File: config.mk
export PLATFORM = sky130hd
export DESIGN_NAME = inst_fetch_flat
export DESIGN_NICKNAME = d
export VERILOG_FILES = /design/src/rtl/inst_fetch_if.sv /design/src/rtl/inst_fetch.sv /design/src/flat_wrapper.sv
export SDC_FILE = /design/constraint.sdc
export NUM_CORES = 1
export LEC_CHECK = 0
export CAP_MARGIN = 20
export CELL_PAD_IN_SITES_DETAIL_PLACEMENT = 0
export CELL_PAD_IN_SITES_GLOBAL_PLACEMENT = 2
export CORE_ASPECT_RATIO = 1.1
export CORE_UTILIZATION = 36
export DETAILED_ROUTE_END_ITERATION = 12
export PLACE_DENSITY = 0.88
export SLEW_MARGIN = 20
export SYNTH_ARGS = -nofsm -noshare
export SYNTH_HDL_FRONTEND = slang
export SYNTH_SLANG_ARGS = --single-unit
File: constraint.sdc
create_clock -name clk -period 16.6 [get_ports clk]
set_input_delay 4.15 -clock clk [delete_from_list [all_inputs] [get_ports clk]]
set_output_delay 4.15 -clock clk [all_outputs]
set_load 0.02 [all_outputs]
File: src/rtl/inst_fetch_if.sv
// Fetch-unit bus bundle: instruction-memory handshake, redirect input and decoder-side buffer head.
// master = fetch unit, slave = memory/execute/decode environment.
interface inst_fetch_if;
   logic        imem_req;
   logic [31:0] imem_addr;
   logic        imem_gnt;
   logic        imem_rvld;
   logic [31:0] imem_rdata;
   logic        redirect;
   logic [31:0] redirect_pc;
   logic        inst_vld;
   logic        inst_rdy;
   logic [31:0] inst;
   logic [31:0] inst_pc;

   modport master (
      output imem_req, imem_addr, inst_vld, inst, inst_pc,
      input  imem_gnt, imem_rvld, imem_rdata, redirect, redirect_pc, inst_rdy
   );

   modport slave (
      input  imem_req, imem_addr, inst_vld, inst, inst_pc,
      output imem_gnt, imem_rvld, imem_rdata, redirect, redirect_pc, inst_rdy
   );
endinterface

File: src/rtl/inst_fetch.sv
// Instruction fetch unit: issues in-order memory requests, buffers returned words with their PCs,
// and discards stale responses after a control-flow redirect.
module inst_fetch #(
   parameter logic [31:0] RESET_PC   = 32'h0000_0000,
   parameter int unsigned FIFO_DEPTH = 2
) (
   input logic          clk,
   input logic          rst,
   inst_fetch_if.master bus
);

   localparam int unsigned PTR_W = $clog2(FIFO_DEPTH);
   localparam int unsigned CNT_W = $clog2(FIFO_DEPTH + 1);

   typedef enum logic [1:0] {IDLE, FETCH, DRAIN} state_e;

   state_e           state_q;
   logic [31:0]      fetch_pc_q;
   logic [CNT_W-1:0] outst_q;
   logic [CNT_W-1:0] stale_q;
   logic [CNT_W-1:0] cnt_q;
   logic [PTR_W-1:0] wr_ptr_q;
   logic [PTR_W-1:0] rd_ptr_q;
   logic [31:0]      data_mem [FIFO_DEPTH];
   logic [31:0]      pc_mem   [FIFO_DEPTH];

   logic             hs;
   logic             rvld_eff;
   logic             push;
   logic             pop;
   logic             room;
   logic [CNT_W-1:0] outst_d;
   logic [31:0]      resp_pc;

   // Outstanding requests are consecutive, so the oldest one's PC is recoverable from fetch_pc.
   always_comb begin
      room     = (32'(cnt_q) + 32'(outst_q)) < FIFO_DEPTH;
      hs       = bus.imem_req & bus.imem_gnt;
      rvld_eff = bus.imem_rvld & (outst_q != '0);
      push     = rvld_eff & (state_q == FETCH) & ~bus.redirect;
      pop      = (cnt_q != '0) & bus.inst_rdy;
      outst_d  = outst_q + CNT_W'(hs) - CNT_W'(rvld_eff);
      resp_pc  = fetch_pc_q - (32'(outst_q) << 2);
   end

   assign bus.imem_req  = (state_q == FETCH) & room & ~bus.redirect;
   assign bus.imem_addr = fetch_pc_q;
   assign bus.inst_vld  = (cnt_q != '0);
   assign bus.inst      = (cnt_q != '0) ? data_mem[rd_ptr_q] : 32'h0;
   assign bus.inst_pc   = (cnt_q != '0) ? pc_mem[rd_ptr_q]   : 32'h0;

   always_ff @(posedge clk or posedge rst) begin
      if (rst) begin
         state_q    <= IDLE;
         fetch_pc_q <= RESET_PC;
         outst_q    <= '0;
         stale_q    <= '0;
         cnt_q      <= '0;
         wr_ptr_q   <= '0;
         rd_ptr_q   <= '0;
      end else begin
         outst_q <= outst_d;
         if (bus.redirect) begin
            // Everything still in flight becomes stale; a response this cycle is already counted off.
            fetch_pc_q <= bus.redirect_pc & 32'hFFFF_FFFC;
            cnt_q      <= '0;
            wr_ptr_q   <= '0;
            rd_ptr_q   <= '0;
            stale_q    <= outst_d;
            state_q    <= (outst_d != '0) ? DRAIN : FETCH;
         end else begin
            if (hs) fetch_pc_q <= fetch_pc_q + 32'd4;
            cnt_q <= cnt_q + CNT_W'(push) - CNT_W'(pop);
            if (push) wr_ptr_q <= wr_ptr_q + PTR_W'(1);
            if (pop)  rd_ptr_q <= rd_ptr_q + PTR_W'(1);
            case (state_q)
               IDLE:    state_q <= FETCH;
               FETCH:   state_q <= FETCH;
               DRAIN: begin
                  stale_q <= stale_q - CNT_W'(rvld_eff);
                  if (stale_q == CNT_W'(rvld_eff)) state_q <= FETCH;
               end
               default: state_q <= IDLE;
            endcase
         end
      end
   end

   always_ff @(posedge clk) begin
      if (push) begin
         data_mem[wr_ptr_q] <= bus.imem_rdata;
         pc_mem[wr_ptr_q]   <= resp_pc;
      end
   end

endmodule

File: src/flat_wrapper.sv
// flat-port wrapper written by rule: the top's interface ports become plain ports
module inst_fetch_flat 
#(
   parameter logic [31:0] RESET_PC   = 32'h0000_0000,
   parameter int unsigned FIFO_DEPTH = 2
)
  (clk, rst, bus_imem_req, bus_imem_addr, bus_inst_vld, bus_inst, bus_inst_pc, bus_imem_gnt, bus_imem_rvld, bus_imem_rdata, bus_redirect, bus_redirect_pc, bus_inst_rdy);
  inst_fetch_if bus_i ();
  input logic clk;
  input logic rst;
  output wire logic [$bits(bus_i.imem_req)-1:0] bus_imem_req;
  output wire logic [$bits(bus_i.imem_addr)-1:0] bus_imem_addr;
  output wire logic [$bits(bus_i.inst_vld)-1:0] bus_inst_vld;
  output wire logic [$bits(bus_i.inst)-1:0] bus_inst;
  output wire logic [$bits(bus_i.inst_pc)-1:0] bus_inst_pc;
  input wire logic [$bits(bus_i.imem_gnt)-1:0] bus_imem_gnt;
  input wire logic [$bits(bus_i.imem_rvld)-1:0] bus_imem_rvld;
  input wire logic [$bits(bus_i.imem_rdata)-1:0] bus_imem_rdata;
  input wire logic [$bits(bus_i.redirect)-1:0] bus_redirect;
  input wire logic [$bits(bus_i.redirect_pc)-1:0] bus_redirect_pc;
  input wire logic [$bits(bus_i.inst_rdy)-1:0] bus_inst_rdy;
  assign bus_imem_req = bus_i.imem_req;
  assign bus_imem_addr = bus_i.imem_addr;
  assign bus_inst_vld = bus_i.inst_vld;
  assign bus_inst = bus_i.inst;
  assign bus_inst_pc = bus_i.inst_pc;
  assign bus_i.imem_gnt = bus_imem_gnt;
  assign bus_i.imem_rvld = bus_imem_rvld;
  assign bus_i.imem_rdata = bus_imem_rdata;
  assign bus_i.redirect = bus_redirect;
  assign bus_i.redirect_pc = bus_redirect_pc;
  assign bus_i.inst_rdy = bus_inst_rdy;
  inst_fetch #(.RESET_PC(RESET_PC), .FIFO_DEPTH(FIFO_DEPTH)) u_core (.clk(clk), .rst(rst), .bus(bus_i));
endmodule
==> flow_summary.ini <==
[floorplanning]
num_rows = 55
die_w_um = 141
core-area_um2 = 20600
die_h_um = 154
ios = 168
start_util = 0.369
dieArea_um2 = 21700

[routing]
drtPass1Iterations = 4
wl_um = 17700
drc = 0
via_per_inst = 5.05
ant_nets = 0
via_count = 5272
first_iter_violations = 268
avgRoutedWirePerCell_um = 17.0

[clocking]
post_cts_buffers = 0
cts.path.max_buffers = 2
hold_buffers = 0
cts_buffers = 17
clk_latency_ns = 0.42
cts_tree = done
htree_num_levels = 4
cts_num_sinks = 164
path_clk_slew_ns = 0.07
ctsResizeCount = 0
cts_root_buf = clkbuf_16

[global_routing]
grt_max_degree = 64
grt_usage = 0.172
grt_first_pass_wirelength_um = 28800
antenna_found_initial = 0
grt-ovfl-total = 0
grt_pass1_vias = 5543

[pwr]
power_leakage_nw = 3.53
power_per_cell_area_nw_per_um2 = 143
ir_worst_vdd_mv = 0.0837

[sta]
hold_slack_ns = 0.526
min_period_ns = 10.11
fin_crit_sh = 0.609
final_max_slew_viol_count = 0
report.final.setup_viol = 0
rsz0062_at_grt = no
worst_pin_slew_ns = 0.939
final_hold_viol_count = 0
fmax_mhz = 98.9
skew_ns = 0.00784
setup_tns_ns = 0
max-slew-margin-rel = 0.368

[synthesis]
netlist-cell-type-count = 48
syn_inst = 627
ys_async_sr_fraction = 0.244
synth_edf_count = 124
synth_seq_cells = 164
synthFlopType = edfxtp_1
synth_area_um2 = 7610
postSynthAreaPerCell_um2 = 12.1
ys_warn_count = 0
ys_seq_area_frac = 0.621

[finish]
layout.cells.non_filler = 1043
area_growth_pct = 32.1
final_common_cell = clkdlybuf4s50_1
finalNetCount = 854
drive_gt1_frac = 0.0750
stdcell_area_um2 = 10100
layout_common_cells = clkdlybuf4s50_1 (160), edfxtp_1 (124), nor2_1 (95)
diodes = 0

[worst_setup_path]
path_max_fanout = 55
start_kind = primary input
path_class = in2out
cp.required_ns = 12.45
cp.arrival_ns = 5.96
critPathCaptureType = output port

[placement]
place_area_um2 = 9420
gp_congestion = 0.792
hpwlAfterDp_um = 11800
place_inst = 1010
port_buffers = 161

[status]
status = finished, final reports clean

[run]
cap_violations = 0

[hold_path]
hold_class = reg2reg
[sequential cells by signal, summed over array words and instances, names as in the netlist]
name / cells
u_core.pc_mem: 60
u_core.wr_ptr_q: 1
u_core.state_q: 2
u_core.stale_q: 2
u_core.bus.imem_addr: 30
u_core.cnt_q: 2
u_core.outst_q: 2
u_core.rd_ptr_q: 1
u_core.data_mem: 64
[path summary, 6_finish.rpt]
kind	to	depth (start not counted)	slack, ns	start
worst min register to register	u_core.state_q[0]	1	0.53	u_core.state_q[1]
max in group asynchronous	u_core.rd_ptr_q	3	12.00	rst
worst min-delay path	u_core.state_q[0]	1	0.53	u_core.state_q[1]
worst max register to register	u_core.state_q[0]	12	13.12	u_core.cnt_q[0]
worst max-delay path	bus_imem_req	5	6.49	bus_redirect
min in group asynchronous	u_core.bus.imem_addr[5]	3	4.17	rst
[per-stage QoR]
stage	total power [mW]	utilization	setup slack [ns]
after global placement	1.03	0.456	6.51
final	1.44	0.487	6.49
after global routing	1.52	0.487	6.41
after floorplan	0.826	-	7.02
after detailed placement	1.04	0.456	6.50
after CTS	1.46	0.486	6.48
[metal layers]
metal  vias to the layer above  global-route usage  routed length, µm  share of wire
li1                       2536                   -                  -              -
met1                      2545               0.209               7580           0.43
met2                       167               0.304               8920           0.50
met3                        24              0.0331                940          0.053
met4                         0              0.0590                273          0.015
met5                         -                   0                  0              0
[synth_stat cells (3+ instances only)]
master	number	area share
nor2b_1	3	0.0025
xnor2_1	21	0.024
nor4_1	9	0.0074
nand2_1	48	0.024
a31oi_1	3	0.0025
nand2b_1	3	0.0025
buf_1	8	0.0039
and3_1	7	0.0058
or4_4	4	0.0059
nor2_1	96	0.047
xor2_1	24	0.028
mux2i_1	63	0.083
mux2_2	3	0.0044
nor3_1	7	0.0046
edfxtp_1	124	0.49
dfrtp_1	40	0.13
a21oi_1	6	0.0039
buf_4	4	0.0039
inv_1	20	0.0099
and2_1	4	0.0033
nand3_1	16	0.011
clkbuf_1	27	0.013
o211ai_1	3	0.0030
nand4_1	9	0.0074
ha_1	8	0.013
nor3_2	3	0.0039
o311ai_0	6	0.0069
o21ai_0	26	0.017
[report_power, final]
part           total (mW)  switching, mW  internal (mW)
Sequential          0.536         0.0497          0.487
Combinational       0.492          0.267          0.226
Clock               0.410          0.169          0.241
[worst max-delay path, stage by stage]
cell and delay [ns]:
buf_2 0.10, buf_4 0.28, or3b_1 0.51, nor3_1 0.24
clkdlybuf4s50_1 0.66
[cells by family (layout without fill, tap and decap cells)]
family          Yosys count  after routing  synth area share
xor+xnor                 45             45            0.0518
mux                      66             66            0.0873
buf+inv                  63            220            0.0354
simple gates            221            221             0.139
fa+ha+maj                10             10            0.0184
flops                   164            164             0.621
other cells               1              4          0.000493
compound gates           57             57            0.0472
[cell type report]
cell class	instances	area [µm²]
Fill cell	1835	10600
Sequential cell	164	4730
Multi-Input combinational cell	403	2640
Timing Repair Buffer	168	1670
Clock buffer	17	425
Tap cell	256	320
Clock inverter	15	191
Inverter	20	75.1
No activity file was read; power rests on OpenSTA's default activity.
